## src/rtl/led_fader_if.sv

```systemverilog
// Channel configuration write port for led_fader.
// wrEn is a one-cycle valid with no ready: every write is accepted and it configures one channel per cycle.
interface led_fader_if #(
  parameter int CW    = 2,
  parameter int WIDTH = 8
);
  logic             wrEn;
  logic [CW-1:0]    wrChan;
  logic [1:0]       wrMode;
  logic [WIDTH-1:0] wrLevel;

  modport master (output wrEn, wrChan, wrMode, wrLevel);
  modport slave  (input  wrEn, wrChan, wrMode, wrLevel);
endinterface

```

## src/rtl/led_fader.sv

```systemverilog
// led_fader: multi-channel LED fade engine (OFF / STATIC / FADE / BREATHE) with one shared PWM counter.
// Optional build macro LED_FADER_GAMMA_EN selects a square-law duty curve; the level output stays linear.
module led_fader #(
  parameter int CLK_FREQ  = 12_000_000,
  parameter int PWM_FREQ  = 1_000,
  parameter int STEP_FREQ = 50,
  parameter int CHANNELS  = 3,
  parameter int WIDTH     = 8
) (
  input  logic                      clk,
  input  logic                      nRst,
  input  logic                      enable,
  led_fader_if.slave                wr,
  output logic [CHANNELS*WIDTH-1:0] level,
  output logic [CHANNELS-1:0]       pwmOut,
  output logic [CHANNELS-1:0]       nPwmOut,
  output logic [CHANNELS-1:0]       rampDone
);

  localparam int PRE_RAW  = CLK_FREQ / (PWM_FREQ * (2 ** WIDTH));
  localparam int PRE      = (PRE_RAW < 1) ? 1 : PRE_RAW;
  localparam int DIV_RAW  = CLK_FREQ / STEP_FREQ;
  localparam int STEP_DIV = (DIV_RAW < 1) ? 1 : DIV_RAW;
  localparam int PW       = (PRE > 1) ? $clog2(PRE) : 1;
  localparam int TW       = (STEP_DIV > 1) ? $clog2(STEP_DIV) : 1;
  localparam logic [PW-1:0] PRE_LAST  = PW'(PRE - 1);
  localparam logic [TW-1:0] STEP_LAST = TW'(STEP_DIV - 1);

  typedef enum logic [1:0] {
    MODE_OFF     = 2'b00,
    MODE_STATIC  = 2'b01,
    MODE_FADE    = 2'b10,
    MODE_BREATHE = 2'b11
  } mode_t;

  logic [PW-1:0]    preCnt;
  logic [WIDTH-1:0] cnt;
  logic [TW-1:0]    tickCnt;
  logic             advance, frameWrap, tick;

  mode_t            mode     [CHANNELS];
  mode_t            modeNext [CHANNELS];
  logic [WIDTH-1:0] lvl      [CHANNELS];
  logic [WIDTH-1:0] lvlNext  [CHANNELS];
  logic [WIDTH-1:0] tgt      [CHANNELS];
  logic [WIDTH-1:0] tgtNext  [CHANNELS];
  logic [WIDTH-1:0] duty     [CHANNELS];
  logic [WIDTH-1:0] dutySrc  [CHANNELS];
  logic             dirDown     [CHANNELS];
  logic             dirDownNext [CHANNELS];
  logic [CHANNELS-1:0] pwmRaw;

  assign advance   = enable && (preCnt == PRE_LAST);
  assign frameWrap = advance && (cnt == '1);
  assign tick      = enable && (tickCnt == STEP_LAST);

  always_ff @(posedge clk or negedge nRst) begin
    if (!nRst) begin
      preCnt  <= '0;
      cnt     <= '0;
      tickCnt <= '0;
    end else if (enable) begin
      preCnt  <= advance ? '0 : preCnt + 1'b1;
      tickCnt <= tick ? '0 : tickCnt + 1'b1;
      if (advance) cnt <= cnt + 1'b1;
    end
  end

  // A write to a channel takes priority over that channel's step on the same cycle.
  always_comb begin
    for (int i = 0; i < CHANNELS; i++) begin
      modeNext[i]    = mode[i];
      lvlNext[i]     = lvl[i];
      tgtNext[i]     = tgt[i];
      dirDownNext[i] = dirDown[i];
      if (wr.wrEn && (int'(wr.wrChan) == i)) begin
        modeNext[i] = mode_t'(wr.wrMode);
        tgtNext[i]  = wr.wrLevel;
        case (mode_t'(wr.wrMode))
          MODE_OFF:     lvlNext[i] = '0;
          MODE_STATIC:  lvlNext[i] = wr.wrLevel;
          MODE_BREATHE: dirDownNext[i] = 1'b0;
          default:      ;
        endcase
      end else if (tick) begin
        case (mode[i])
          MODE_FADE: begin
            if (lvl[i] < tgt[i])      lvlNext[i] = lvl[i] + 1'b1;
            else if (lvl[i] > tgt[i]) lvlNext[i] = lvl[i] - 1'b1;
          end
          MODE_BREATHE: begin
            if (tgt[i] == '0) begin
              if (lvl[i] != '0) lvlNext[i] = lvl[i] - 1'b1;
            end else if (dirDown[i]) begin
              if (lvl[i] == '0) begin
                lvlNext[i]     = WIDTH'(1);
                dirDownNext[i] = 1'b0;
              end else begin
                lvlNext[i] = lvl[i] - 1'b1;
              end
            end else if (lvl[i] >= tgt[i]) begin
              lvlNext[i]     = lvl[i] - 1'b1;
              dirDownNext[i] = 1'b1;
            end else begin
              lvlNext[i] = lvl[i] + 1'b1;
            end
          end
          default: ;
        endcase
      end
    end
  end

`ifdef LED_FADER_GAMMA_EN
  function automatic logic [WIDTH-1:0] shape(input logic [WIDTH-1:0] l);
    return WIDTH'(({{WIDTH{1'b0}}, l} * {{WIDTH{1'b0}}, l}) >> WIDTH);
  endfunction
`else
  function automatic logic [WIDTH-1:0] shape(input logic [WIDTH-1:0] l);
    return l;
  endfunction
`endif

  always_comb begin
    for (int i = 0; i < CHANNELS; i++) dutySrc[i] = shape(lvl[i]);
  end

  // Duty only reloads at frame start so a level change never cuts a PWM period short.
  always_ff @(posedge clk or negedge nRst) begin
    if (!nRst) begin
      pwmRaw <= '0;
      for (int i = 0; i < CHANNELS; i++) begin
        mode[i]    <= MODE_OFF;
        lvl[i]     <= '0;
        tgt[i]     <= '0;
        dirDown[i] <= 1'b0;
        duty[i]    <= '0;
      end
    end else begin
      for (int i = 0; i < CHANNELS; i++) begin
        mode[i]    <= modeNext[i];
        lvl[i]     <= lvlNext[i];
        tgt[i]     <= tgtNext[i];
        dirDown[i] <= dirDownNext[i];
        if (frameWrap) duty[i] <= dutySrc[i];
        pwmRaw[i]  <= (cnt < duty[i]);
      end
    end
  end

  always_comb begin
    level    = '0;
    rampDone = '1;
    for (int i = 0; i < CHANNELS; i++) begin
      level[i*WIDTH +: WIDTH] = lvl[i];
      case (mode[i])
        MODE_FADE:    rampDone[i] = (lvl[i] == tgt[i]);
        MODE_BREATHE: rampDone[i] = 1'b0;
        default:      rampDone[i] = 1'b1;
      endcase
    end
  end

  assign pwmOut  = pwmRaw & {CHANNELS{enable}};
  assign nPwmOut = ~pwmOut;

endmodule
```

## src/flat_wrapper.sv

```systemverilog
// flat-port wrapper written by rule: the top's interface ports become plain ports
module led_fader_flat 
#(
  parameter int CLK_FREQ  = 12_000_000,
  parameter int PWM_FREQ  = 1_000,
  parameter int STEP_FREQ = 50,
  parameter int CHANNELS  = 3,
  parameter int WIDTH     = 8
)
  (clk, nRst, enable, level, pwmOut, nPwmOut, rampDone, wr_wrEn, wr_wrChan, wr_wrMode, wr_wrLevel);
  led_fader_if #(.WIDTH(WIDTH)) wr_i ();
  input  logic clk;
  input  logic nRst;
  input  logic enable;
  output logic [CHANNELS*WIDTH-1:0] level;
  output logic [CHANNELS-1:0] pwmOut;
  output logic [CHANNELS-1:0] nPwmOut;
  output logic [CHANNELS-1:0] rampDone;
  input wire logic [$bits(wr_i.wrEn)-1:0] wr_wrEn;
  input wire logic [$bits(wr_i.wrChan)-1:0] wr_wrChan;
  input wire logic [$bits(wr_i.wrMode)-1:0] wr_wrMode;
  input wire logic [$bits(wr_i.wrLevel)-1:0] wr_wrLevel;
  assign wr_i.wrEn = wr_wrEn;
  assign wr_i.wrChan = wr_wrChan;
  assign wr_i.wrMode = wr_wrMode;
  assign wr_i.wrLevel = wr_wrLevel;
  led_fader #(.CLK_FREQ(CLK_FREQ), .PWM_FREQ(PWM_FREQ), .STEP_FREQ(STEP_FREQ), .CHANNELS(CHANNELS), .WIDTH(WIDTH)) u_core (.clk(clk), .nRst(nRst), .enable(enable), .wr(wr_i), .level(level), .pwmOut(pwmOut), .nPwmOut(nPwmOut), .rampDone(rampDone));
endmodule
```

## config.mk

```make
export PLATFORM = sky130hd
export DESIGN_NAME = led_fader_flat
export DESIGN_NICKNAME = d
export VERILOG_FILES = /design/src/rtl/led_fader_if.sv /design/src/rtl/led_fader.sv /design/src/flat_wrapper.sv
export SDC_FILE = /design/constraint.sdc
export NUM_CORES = 1
export LEC_CHECK = 0
export CORE_MARGIN = 2
export CORE_UTILIZATION = 60
export DETAILED_ROUTE_END_ITERATION = 16
export PLACE_DENSITY = 0.88
export SYNTH_ARGS = -nofsm -noshare
export SYNTH_HDL_FRONTEND = slang
export SYNTH_SLANG_ARGS = --single-unit
export TNS_END_PERCENT = 1
```

## constraint.sdc

```tcl
create_clock -name clk -period 2.9 [get_ports clk]
set_clock_uncertainty 0.15 [all_clocks]
set_input_delay 0.58 -clock clk [delete_from_list [all_inputs] [get_ports clk]]
set_output_delay 0.58 -clock clk [all_outputs]
set_load 0.02 [all_outputs]
```

==> results.py <==
metrics = {
    "synth": {
        "synth_top_area_share_pct": 38.0,
        "synthAdderAreaFrac_pct": 9.50,
        "synth_warnings": 0,
        "ys_top_cells_by_area": "dfrtp_1, ha_1, nand2_1",
        "synth.distinct_cells": 75,
        "seq_area_frac_synth_pct": 38.0,
        "synth_top_family_by_area": "simple AND/OR/NAND/NOR gates",
        "ys_seq_elements": 116,
        "synth-compound-area-share_pct": 17.3,
        "synthSimpleGateAreaFrac_pct": 22.3,
        "async_flop_share_pct": 100,
        "netlist_area_sq_um": 7640,
        "synth_area_leader_cell": "dfrtp_1",
        "synth_area_per_cell_sq_um": 8.70,
        "syn_nets": 952,
        "synth-xor-area-share_pct": 5.39,
        "synth_ff_type": "dfrtp_1",
        "synth_edf_count": 0,
        "netlist_instances": 878,
        "synthMuxAreaShare_pct": 2.41,
    },
    "die": {
        "die_area_sq_um": 13600,
        "core_area_sq_um": 12500,
        "initial_utilization_pct": 61.0,
        "dieWidth_um": 117,
        "die_h_um": 117,
        "io_pins": 49,
        "rows": 41,
    },
    "setup_path": {
        "cp_max_fo": 17,
        "worstPathBufferInverterCount": 4,
        "crit_path_top_delay_cell": "clkdlybuf4s50_1",
        "cp.arrival_ps": 2100,
        "path_class": "in -> out",
        "critical_path.cell_chain": "clkdlybuf4s50_1 > buf_6 > nand2_1 > inv_1 > clkdlybuf4s50_1",
        "critical-path-top-delay-family": "buffers and inverters",
        "worstSetupEndpointType": "primary output",
        "crit_required_ps": 2170,
        "path_common_cell": "clkdlybuf4s50_1",
        "cpPeakStageDelay_ps": 590,
        "startpoint_type": "primary input",
    },
    "sta": {
        "finalSetupTns_ps": 0,
        "rsz0062_at_grt": "true",
        "whs_ps": 54.0,
        "fin_crit_sh_pct": 97.6,
        "fmax_mhz": 353,
        "slew_headroom_pct": 55.5,
        "setup-violations-final": 0,
        "setup_ws_ps": 70.1,
        "fin_crit_ps": 2830,
        "worst_slew_pin_slew_ps": 667,
        "hold_viol_final": 0,
        "report.final.slew_viol_count": 0,
    },
    "grt": {
        "antenna_found_initial": 0,
        "grt-busiest-layer": "met2",
        "use_met3_pct": 8.24,
        "met1_usage_pct": 41.1,
        "overflow": 0,
        "grt.total_usage_pct": 33.6,
        "use_met2_pct": 55.4,
        "grt_pass1_vias": 7201,
        "grt_max_degree": 117,
        "grt_pass1_wl_um": 35400,
    },
    "routing": {
        "drtAntennaViolNets": 0,
        "routed_via_density": 6.24,
        "wirelength_um": 21900,
        "wl_per_cell_um": 18.9,
        "drtPass1Iterations": 8,
        "drt_iter0_drc": 762,
        "vias": 7239,
        "drc_errors": 0,
    },
    "clock_network": {
        "clockBufferDepth": 2,
        "clock-root-buffer": "clkbuf_16",
        "cts.sinks": 116,
        "clkTransAtPathRegs_ps": 50,
        "ctsHoldBuffers": 0,
        "h-tree-depth": 4,
        "tritoncts": "built",
        "postCtsSetupRepairBufs": 0,
        "clock_latency_ps": 420,
        "numCtsBuffers": 17,
    },
    "placed_design": {
        "dp_hpwl_um": 14700,
        "placement.io_buffers": 48,
        "globalplace.congestion": 0.982,
        "place_ws_ps": -151,
    },
    "flow_run": {
        "max_cap_viol_count": 0,
    },
    "power": {
        "power_density_nw_per_um2": 845,
        "swShare_pct": 37.3,
        "internal-power_mw": 4.97,
        "p_sw_mw": 2.95,
        "ir_drop_mv": 0.632,
        "leakage_nw": 4.37,
        "p_comb_share_pct": 42.1,
        "p_clk_share_pct": 30.8,
        "finalPower_mw": 7.92,
        "pwr-share-seq_pct": 27.0,
    },
    "finish": {
        "fin_nets": 1050,
        "syn2layout_area_growth_pct": 22.9,
        "layout_common_cells": "nand2_1, dfrtp_1, o21ai_0",
        "drive_above_1_share_pct": 13.8,
        "layout_commonest_cell": "nand2_1",
        "diodes": 0,
    },
    "status": {
        "outcome": "finished, final reports clean",
    },
    "min_path": {
        "worstHoldPathType": "in -> async",
    },
}
==> cells in the mapped netlist (8+ instances only) <==
master,number
nor3_1,20
and3_1,12
o21ai_0,79
inv_1,57
dfrtp_1,116
clkbuf_1,30
ha_1,58
nor2b_1,8
a31oi_1,9
nand3_1,34
nor4_1,9
nand4_1,18
a21oi_1,31
nor2_1,58
a211oi_1,9
nand2b_1,17
xnor2_1,18
a21o_1,12
o211ai_1,8
mux2i_1,9
nand2_1,128
xor2_1,29
==> flip-flops by register name, indices dropped and copies added (netlist names) <==
signal          cells
u_core.duty        24
u_core.tgt         24
u_core.pwmRaw       3
u_core.preCnt       6
u_core.level       24
u_core.dirDown      3
u_core.cnt          8
u_core.mode         6
u_core.tickCnt     18
==> worst paths after layout <==
kind,cells past startpoint,slack [ps],startpoint,to
worst max-delay path,5,70,enable,pwmOut[0]
worst min-delay path,2,50,nRst,u_core.level[4]
worst max register to register,10,160,u_core.tgt[1],u_core.level[19]
worst min register to register,1,330,u_core.tickCnt[6],u_core.tickCnt[6]
max in group asynchronous,2,2020,nRst,u_core.duty[14]
min in group clk,1,330,u_core.tickCnt[6],u_core.tickCnt[6]
==> power by group through the flow <==
stage	registers [mW]	clock network [mW]	logic, mW
6_report	2.14	2.44	3.34
5_1_grt	2.18	2.52	3.64
4_1_cts	2.13	2.44	3.28
3_5_place_dp	2.15	0	3.22
3_3_place_gp	2.14	0	3.14
2_1_floorplan	2.36	0	1.86
==> layer usage <==
| metal | vias up | share of wire [%] | wire, um |
|---|---|---|---|
| li1 | 3302 | - | - |
| met1 | 3474 | 39 | 8550 |
| met2 | 375 | 49 | 10600 |
| met3 | 88 | 8.3 | 1810 |
| met4 | 0 | 4.0 | 878 |
| met5 | - | 0 | 0 |
==> what timing repair did <==
| item | in CTS | in global routing |
|---|---|---|
| setup endpoints to repair | 3 | 6 |
| gates resized for setup | 6 | 5 |
| cloned | 0 | 0 |
==> area by class of cell <==
cell class,count,area [sq um]
timing repair buffer,117,1010
inverter,57,214
tap,172,215
clock inverter,9,198
clock buffer,23,478
fill,851,3130
multi-input combinational,667,4360
sequential,116,2900
==> worst reg2reg max path, stage by stage (launching register included) <==
cell	delay [ps]
dfrtp_1	350
inv_1	70
ha_1	300
nor2b_1	140
o211ai_1	190
a21oi_1	130
nor3_1	520
mux2i_1	280
xor2_1	90
a22oi_1	230
a31oi_1	130
==> per-stage QoR <==
stage                     utilization (%)  cell area [sq um]  instances
final                                75.0               9380       1161
after global routing                 75.0               9380       1161
after CTS                            75.0               9390       1161
after detailed placement             69.5               8700       1129
after global placement               69.5               8700       1129
after floorplan                         -               7640        878
==> cells by family after synthesis <==
group	after synthesis
adder cells (fa/ha/maj)	58
XOR/XNOR	47
AO/OA/AOI/OAI	204
buffers and inverters	95
multiplexers	16
flip-flops	116
AND/OR/NAND/NOR	342
No activity file was read; power rests on OpenSTA's default activity.
